$ cat src/rtl/mem_port_arbiter.sv
`default_nettype none
// ============================================================================
//  Module   : mem_port_arbiter
//  Purpose  : Round-robin, lockable two-port arbiter for a single byte-wide
//             external memory port with a fixed read latency.
//  Revision : 1.0
// ============================================================================
module mem_port_arbiter #(
    parameter int DATA_WIDTH = 8,
    parameter int ADDR_WIDTH = 8,
    parameter int MEM_LAT    = 1,
    parameter int MAX_HOLD   = 16
) (
    input  logic                  clk,
    input  logic                  reset,
    input  logic                  r0_req,
    input  logic                  r0_we,
    input  logic [ADDR_WIDTH-1:0] r0_addr,
    input  logic [DATA_WIDTH-1:0] r0_wdata,
    input  logic                  r0_lock,
    output logic                  r0_gnt,
    output logic [DATA_WIDTH-1:0] r0_rdata,
    output logic                  r0_rvalid,
    input  logic                  r1_req,
    input  logic                  r1_we,
    input  logic [ADDR_WIDTH-1:0] r1_addr,
    input  logic [DATA_WIDTH-1:0] r1_wdata,
    input  logic                  r1_lock,
    output logic                  r1_gnt,
    output logic [DATA_WIDTH-1:0] r1_rdata,
    output logic                  r1_rvalid,
    output logic [ADDR_WIDTH-1:0] mem_addr,
    output logic [DATA_WIDTH-1:0] mem_wdata,
    output logic                  mem_we,
    input  logic [DATA_WIDTH-1:0] mem_q
);

    typedef enum logic [1:0] {
        S_IDLE = 2'd0,
        S_OWN0 = 2'd1,
        S_OWN1 = 2'd2
    } state_t;

    localparam int                 c_CW        = $clog2(MAX_HOLD + 1);
    localparam logic [c_CW-1:0]    c_HOLD_MAX  = c_CW'(MAX_HOLD);
    localparam logic [c_CW-1:0]    c_HOLD_LAST = c_CW'(MAX_HOLD - 1);

    state_t               r_state;
    state_t               w_state_nxt;
    logic                 r_last;
    logic [c_CW-1:0]      r_hold_cnt;
    logic [MEM_LAT-1:0]   r_vld;
    logic [MEM_LAT-1:0]   r_tag;

    logic                 w_own;
    logic                 w_sel1;
    logic                 w_accept;
    logic                 w_we_sel;
    logic                 w_rd_push;
    logic                 w_hold_full;

    // r_hold_cnt counts owned cycles already completed, so the current cycle
    // is the MAX_HOLD-th owned one once it reaches MAX_HOLD-1.
    assign w_hold_full = (r_hold_cnt >= c_HOLD_LAST);

    always_comb begin
        w_state_nxt = r_state;
        w_own       = 1'b0;
        w_sel1      = 1'b0;
        w_accept    = 1'b0;
        case (r_state)
            S_IDLE: begin
                if (r0_req && (!r1_req || r_last)) begin
                    w_state_nxt = S_OWN0;
                end else if (r1_req) begin
                    w_state_nxt = S_OWN1;
                end
            end
            S_OWN0: begin
                w_own    = 1'b1;
                w_accept = r0_req;
                if (!r0_lock && (!r0_req || (r1_req && w_hold_full))) begin
                    w_state_nxt = S_IDLE;
                end
            end
            S_OWN1: begin
                w_own    = 1'b1;
                w_sel1   = 1'b1;
                w_accept = r1_req;
                if (!r1_lock && (!r1_req || (r0_req && w_hold_full))) begin
                    w_state_nxt = S_IDLE;
                end
            end
            default: w_state_nxt = S_IDLE;
        endcase
    end

    assign w_we_sel  = w_sel1 ? r1_we : r0_we;
    assign w_rd_push = w_accept && !w_we_sel;

    assign mem_addr  = (reset && w_own) ? (w_sel1 ? r1_addr  : r0_addr)  : '0;
    assign mem_wdata = (reset && w_own) ? (w_sel1 ? r1_wdata : r0_wdata) : '0;
    assign mem_we    = reset && w_accept && w_we_sel;

    always_ff @(posedge clk or negedge reset) begin
        if (!reset) begin
            r_state    <= S_IDLE;
            r_last     <= 1'b1;
            r_hold_cnt <= '0;
        end else begin
            r_state <= w_state_nxt;
            // Every OWN state is entered from IDLE, so clearing here clears on entry.
            if (r_state == S_IDLE) begin
                r_hold_cnt <= '0;
            end else if (r_hold_cnt != c_HOLD_MAX) begin
                r_hold_cnt <= r_hold_cnt + c_CW'(1);
            end
            if ((r_state != S_IDLE) && (w_state_nxt == S_IDLE)) begin
                r_last <= (r_state == S_OWN1);
            end
        end
    end

    generate
        if (MEM_LAT == 1) begin : g_lat1
            always_ff @(posedge clk or negedge reset) begin
                if (!reset) begin
                    r_vld <= '0;
                    r_tag <= '0;
                end else begin
                    r_vld <= w_rd_push;
                    r_tag <= w_sel1;
                end
            end
        end else begin : g_latn
            always_ff @(posedge clk or negedge reset) begin
                if (!reset) begin
                    r_vld <= '0;
                    r_tag <= '0;
                end else begin
                    r_vld <= {r_vld[MEM_LAT-2:0], w_rd_push};
                    r_tag <= {r_tag[MEM_LAT-2:0], w_sel1};
                end
            end
        end
    endgenerate

    assign r0_gnt    = (r_state == S_OWN0);
    assign r1_gnt    = (r_state == S_OWN1);
    assign r0_rvalid = r_vld[MEM_LAT-1] && !r_tag[MEM_LAT-1];
    assign r1_rvalid = r_vld[MEM_LAT-1] &&  r_tag[MEM_LAT-1];
    assign r0_rdata  = mem_q;
    assign r1_rdata  = mem_q;

endmodule
`default_nettype wire
$ cat config.mk
export PLATFORM = sky130hd
export DESIGN_NAME = mem_port_arbiter
export DESIGN_NICKNAME = d
export VERILOG_FILES = /design/src/rtl/mem_port_arbiter.sv
export SDC_FILE = /design/constraint.sdc
export NUM_CORES = 1
export LEC_CHECK = 0
export CAP_MARGIN = 30
export CORE_MARGIN = 10
export CORE_UTILIZATION = 29
export CTS_CLUSTER_SIZE = 10
export DETAILED_ROUTE_END_ITERATION = 8
export PLACE_DENSITY = 0.77
export SETUP_SLACK_MARGIN = 0.3
export SYNTH_ARGS = -nofsm -noshare
export SYNTH_HDL_FRONTEND = slang
export SYNTH_SLANG_ARGS = --single-unit
$ cat constraint.sdc
create_clock -name clk -period 1.6 [get_ports clk]
set_input_delay 0.32 -clock clk [delete_from_list [all_inputs] [get_ports clk]]
set_output_delay 0.32 -clock clk [all_outputs]
set_load 0.02 [all_outputs]
== After elaboration in Yosys (flattened, before gate mapping) ==
Cells that the tools add are included.

* Register bits: 10
* Latch bits: 0
* RAM bits: 0
* Memory bits (read-only): 0
* Bits of input ports: 48
* Output and inout bits: 37
* Word-level logic and storage cells: 51
* Memories kept: 0

* Add/subtract/negate cells: 1
* $mul: 0
* Div/mod/pow operators: 0
* $lt $le $gt $ge: 1
* Equal/unequal tests: 3
* Shift-type cells: 0
* Muxes and demuxes: 15
* Bitwise gates (word level): 0
* Reduce and logical (&&, ||, !) cells: 26

{| class="wikitable"
|+ Operators with widths
! kind !! number
|-
| two-way mux 8 bit || 4
|-
| logical AND 1 bit || 12
|-
| two-way mux 5 bit || 2
|-
| two-way mux 2 bit || 4
|-
| logical NOT 1 bit || 6
|-
| case mux 2 bit (3 select lines) || 1
|-
| adder 5 x 1 -> 5 bit, second input constant || 1
|-
| greater-or-equal comparator 5 x 4 -> 1 bit, second input constant || 1
|-
| != test 5 bit, second input constant || 1
|-
| logical NOT 2 bit || 2
|-
| nonzero test 2 bit || 2
|-
| logical OR 1 bit || 3
|-
| two-way mux 1 bit || 3
|-
| == test 2 x 1 -> 1 bit, second input constant || 1
|-
| == test 2 bit, second input constant || 1
|-
| case mux 1 bit (2 select lines) || 1
|-
| OR reduction 2 bit || 1
|}

== Depth between registers and ports, before layout ==
* Depth after elaboration: 8
* Mapped depth: 8
* Gate-level depth less buffers: 8

== Least setup slack after synthesis ==
No wires, ideal clock.

* Path type: reg-to-output
* From: register r_state[0]
* To: output mem_we
* Data arrival time: 1,692 ps
* Required time: 1,280 ps
* Slack: -412 ps
* Cell stages (with the launch flop): 6
* Path buffers: 1
* Cells stage by stage: dfrtp_1 -> inv_1 -> ha_1 -> buf_4 -> mux2i_1 -> nor3b_1

* Word-level cells in the longest chain between the ends: 4

{| class="wikitable"
|+ Ends and longest elaborated chain
! what !! line !! RTL
|-
| start, declared || 48 || <nowiki>state_t r_state;</nowiki>
|-
| start signal, assigned || 111 || <nowiki>r_state <= w_state_nxt;</nowiki>
|-
| == test 2 bit (*) || -- ||
|-
| net r1_gnt || 29 || <nowiki>output logic r1_gnt,</nowiki>
|-
| case mux 1 bit (2 select lines) or two-way mux 1 bit (tied branches) || 71 || <nowiki>case (r_state)</nowiki>
|-
| logical AND 1 bit or two-way mux 1 bit (tied branches) || 103, 98 ||
|-
| logical AND 1 bit (*) || 103 || <nowiki>assign mem_we = reset && w_accept && w_we_sel;</nowiki>
|-
| end, declared || 34 || <nowiki>output logic mem_we,</nowiki>
|}

The timed path passes the listed nets; every way through them passes the cells marked *.

== Worst setup path after layout ==
* From: register r_state[0]
* To: output mem_addr[1]

* Word-level cells in the longest chain between the ends: 5

{| class="wikitable"
|+ Ends and longest elaborated chain
! what !! line !! RTL
|-
| == test 2 x 1 -> 1 bit or == test 2 bit (tied branches) || 71 ||
|-
| OR reduction 2 bit (no source line) || -- ||
|-
| two-way mux 1 bit || 71 ||
|-
| logical AND 1 bit || 101 || <nowiki>assign mem_addr = (reset && w_own) ? (w_sel1 ? r1_addr : r0_addr) : '0;</nowiki>
|-
| two-way mux 8 bit (*) || 101 ||
|-
| end, declared || 32 || <nowiki>output logic [ADDR_WIDTH-1:0] mem_addr,</nowiki>
|}

Mark *: on every way between the ends. The rest lies on a longest branch, timed or not.

==> qor.yml <==
status: "complete, but fails checks"
violations: "negative setup slack"
cts_sinks: 10
gp_congestion: 0.854
finalInstanceArea_mm2: 0.00233
synth_top_area_frac: 0.226
seq_area_frac_synth: 0.252
nNetsFinal: 248
drv_slew: 0
slowest_stage: "dfrtp_1"
cts_hold_buffers: 0
groute.usage.overall: 0.126
syn2layout_area_growth_pct: 133
hp-class: "input pin to async pin"
wl_met2_mm: 2.27
crit_chain: "inv_2 -> ha_4 -> buf_6 -> mux2i_2 -> nor2_4 -> buf_6"
cts_root_buffer: "clkbuf_4"
worstSetupStartpointType: "flip-flop"
syn-cell-area_um2: 998
power_density_mw_per_mm2: 1620
share_seq_of_total_power: 0.108
crit_top_cell: "buf_6"
fin_ws_ns: -0.323
clkTransAtPathRegs_ns: 0.07
ys_top_cells_by_area: "dfrtp_1, mux2i_1, buf_4"
m1WireLength_mm: 1.36
worstPathMaxFanout: 6
initial_utilization: 0.299
hold_ws_ns: 0.537
p_int_mw: 2.22
p_clk_frac: 0.049
place_ws_ns: -0.565
fp.dieH_um: 78.7
critPathCaptureType: "primary output"
yosysMostFrequentCell: "nor2_1"
critPathMaxStageDelay_ns: 0.39
n_antenna_cell: 0
pwr-share-comb: 0.843
num_vias: 1089
coreArea_mm2: 0.00334
syn_nets: 170
crit_arrival_ns: 1.60
cts_tree: "built"
worst_pin_slew_ns: 0.254
clk_latency_ns: 0.26
cp_top_family: "flip-flops"
drv_cap: 0
viasPerCell: 4.58
antenna_found_initial: 0
row_count: 21
dr.pass1.iters: 2
finalHoldViolations: 0
synth_top_area_cell: "dfrtp_1"
grt_max_degree: 11
ys_async_sr_fraction: 1.00
leakagePower_nw: 0.927
finish.utilization: 0.698
critical_path_buf_inv_count: 3
fin_crit_ns: 1.92
ant_nets: 0
postPlaceCellArea_mm2: 0.00194
dieArea_mm2: 0.00619
fp.dieW_um: 78.7
yosysWarnings: 0
dp.cells: 222
io_buffer_count: 60
crit_type: "flip-flop to primary output"
grt_pass1_vias: 1190
synthCells: 115
switching_share: 0.409
yosys-top-cells-count: "nor2_1, mux2i_1, buf_4"
rsz0062_at_grt: "yes"
hpwl_mm: 3.03
switchingPower_mw: 1.54
ys_ff_latch: 10
timing.fmax_mhz: 520
drt_iter0_markers: 17
wire_per_inst_um: 17.1
htree_levels: 1
gr-total-overflow: 0
synth-edff-count: 0
synthFlopType: "dfrtp_1"
ir_drop_mv: 0.932
cts-buffers-inserted: 3
drc: 0
setup_violations: 22
slew-limit-headroom: 0.827
post-route-period-util: 1.20
final_cells: 238
maxUsedRoutingLayer: "met4"
wl_met3_um: 379
ys_types: 31
syn_area_per_cell_um2: 8.68
final_layout_size_suffix_gt1_frac: 0.604
clockBufferDepth: 2
crit_required_ns: 1.28
top_level_ports: 85
grt_pass1_wl_mm: 6.27
finClkSkew_ns: 0.00599
wl_mm: 4.07
[final cells by class]
| cell class | instances | area (um2) |
|---|---|---|
| Tap cell | 46 | 57.6 |
| Timing Repair Buffer | 93 | 982 |
| Sequential cell | 10 | 253 |
| Clock buffer | 4 | 26.3 |
| Inverter | 6 | 30.0 |
| Multi-Input combinational cell | 79 | 980 |
| Fill cell | 227 | 1010 |
[kinds of logic after synthesis]
group / count (synthesis) / share of synthesized area
AND/OR/NAND/NOR: 40 / 0.195
AO/OA/AOI/OAI: 10 / 0.0664
adder cells (fa/ha/maj): 7 / 0.0877
multiplexers: 19 / 0.195
flip-flops: 10 / 0.252
XOR/XNOR: 3 / 0.0263
buffers and inverters: 26 / 0.177
[final timing paths]
path                            slack [ns]            startpoint  cells past startpoint                        end
worst max-delay path                 -0.32  r_state[0]$_DFF_PN0_                      6                mem_addr[1]
worst min register to register        0.63    r_last$_DFFE_PN1P_                      1         r_last$_DFFE_PN1P_
worst min-delay path                  0.54                 reset                      2  r_hold_cnt[3]$_DFFE_PN0P_
max in group asynchronous             0.83                 reset                      2         r_last$_DFFE_PN1P_
min in group clk                      0.63    r_last$_DFFE_PN1P_                      1         r_last$_DFFE_PN1P_
worst max register to register       -0.25  r_state[1]$_DFF_PN0_                      8         r_last$_DFFE_PN1P_
[state kept, by name, indices dropped and copies added, names as in the netlist]
register    flops
r_hold_cnt      5
r_vld           1
r_tag           1
r_state         2
r_last          1
[repair_timing]
item                                    4_1_cts  5_1_grt
pin swaps                                     4        6
setup buffers                                 9        2
gates cloned                                  1        0
endpoints found under the setup margin       29       27
gates resized for setup                     157       14
[metal layers]
layer,global-route usage,up-vias
met2,0.252,41
met4,0.0305,0
met1,0.115,510
met5,0,-
li1,-,523
met3,0.0501,15
[layout by cell type, fill, tap and decap left out, types with 3 or more instances in the layout]
cell type        synthesis  layout
buf_6                    0      29
ha_4                     0       4
mux2i_4                  0      12
clkdlybuf4s50_1          0      39
buf_4                   17      17
dfrtp_1                  9       8
mux2i_2                  0       5
nor2_4                   0      16
clkbuf_4                 1       3
nor2b_1                  3       3
nor2_1                  23       7
buf_12                   0       5
inv_2                    0       3
[stage by stage]
| step | setup TNS (ns) | power [mW] |
|---|---|---|
| final | -5.97 | 3.76 |
| after floorplan | -0.623 | 1.96 |
| after global routing | -7.44 | 3.96 |
| after detailed placement | -10.25 | 2.72 |
| after global placement | -10.22 | 2.65 |
| after CTS | -6.12 | 3.63 |
[power by group through the flow]
stage	Combinational, mW	Clock [mW]	Sequential, mW
after global routing	3.34	0.201	0.419
after detailed placement	2.32	0	0.401
after floorplan	1.54	0	0.417
after CTS	3.04	0.190	0.404
after global placement	2.26	0	0.394
final	3.17	0.183	0.407
(Power assumes the default switching activity.)
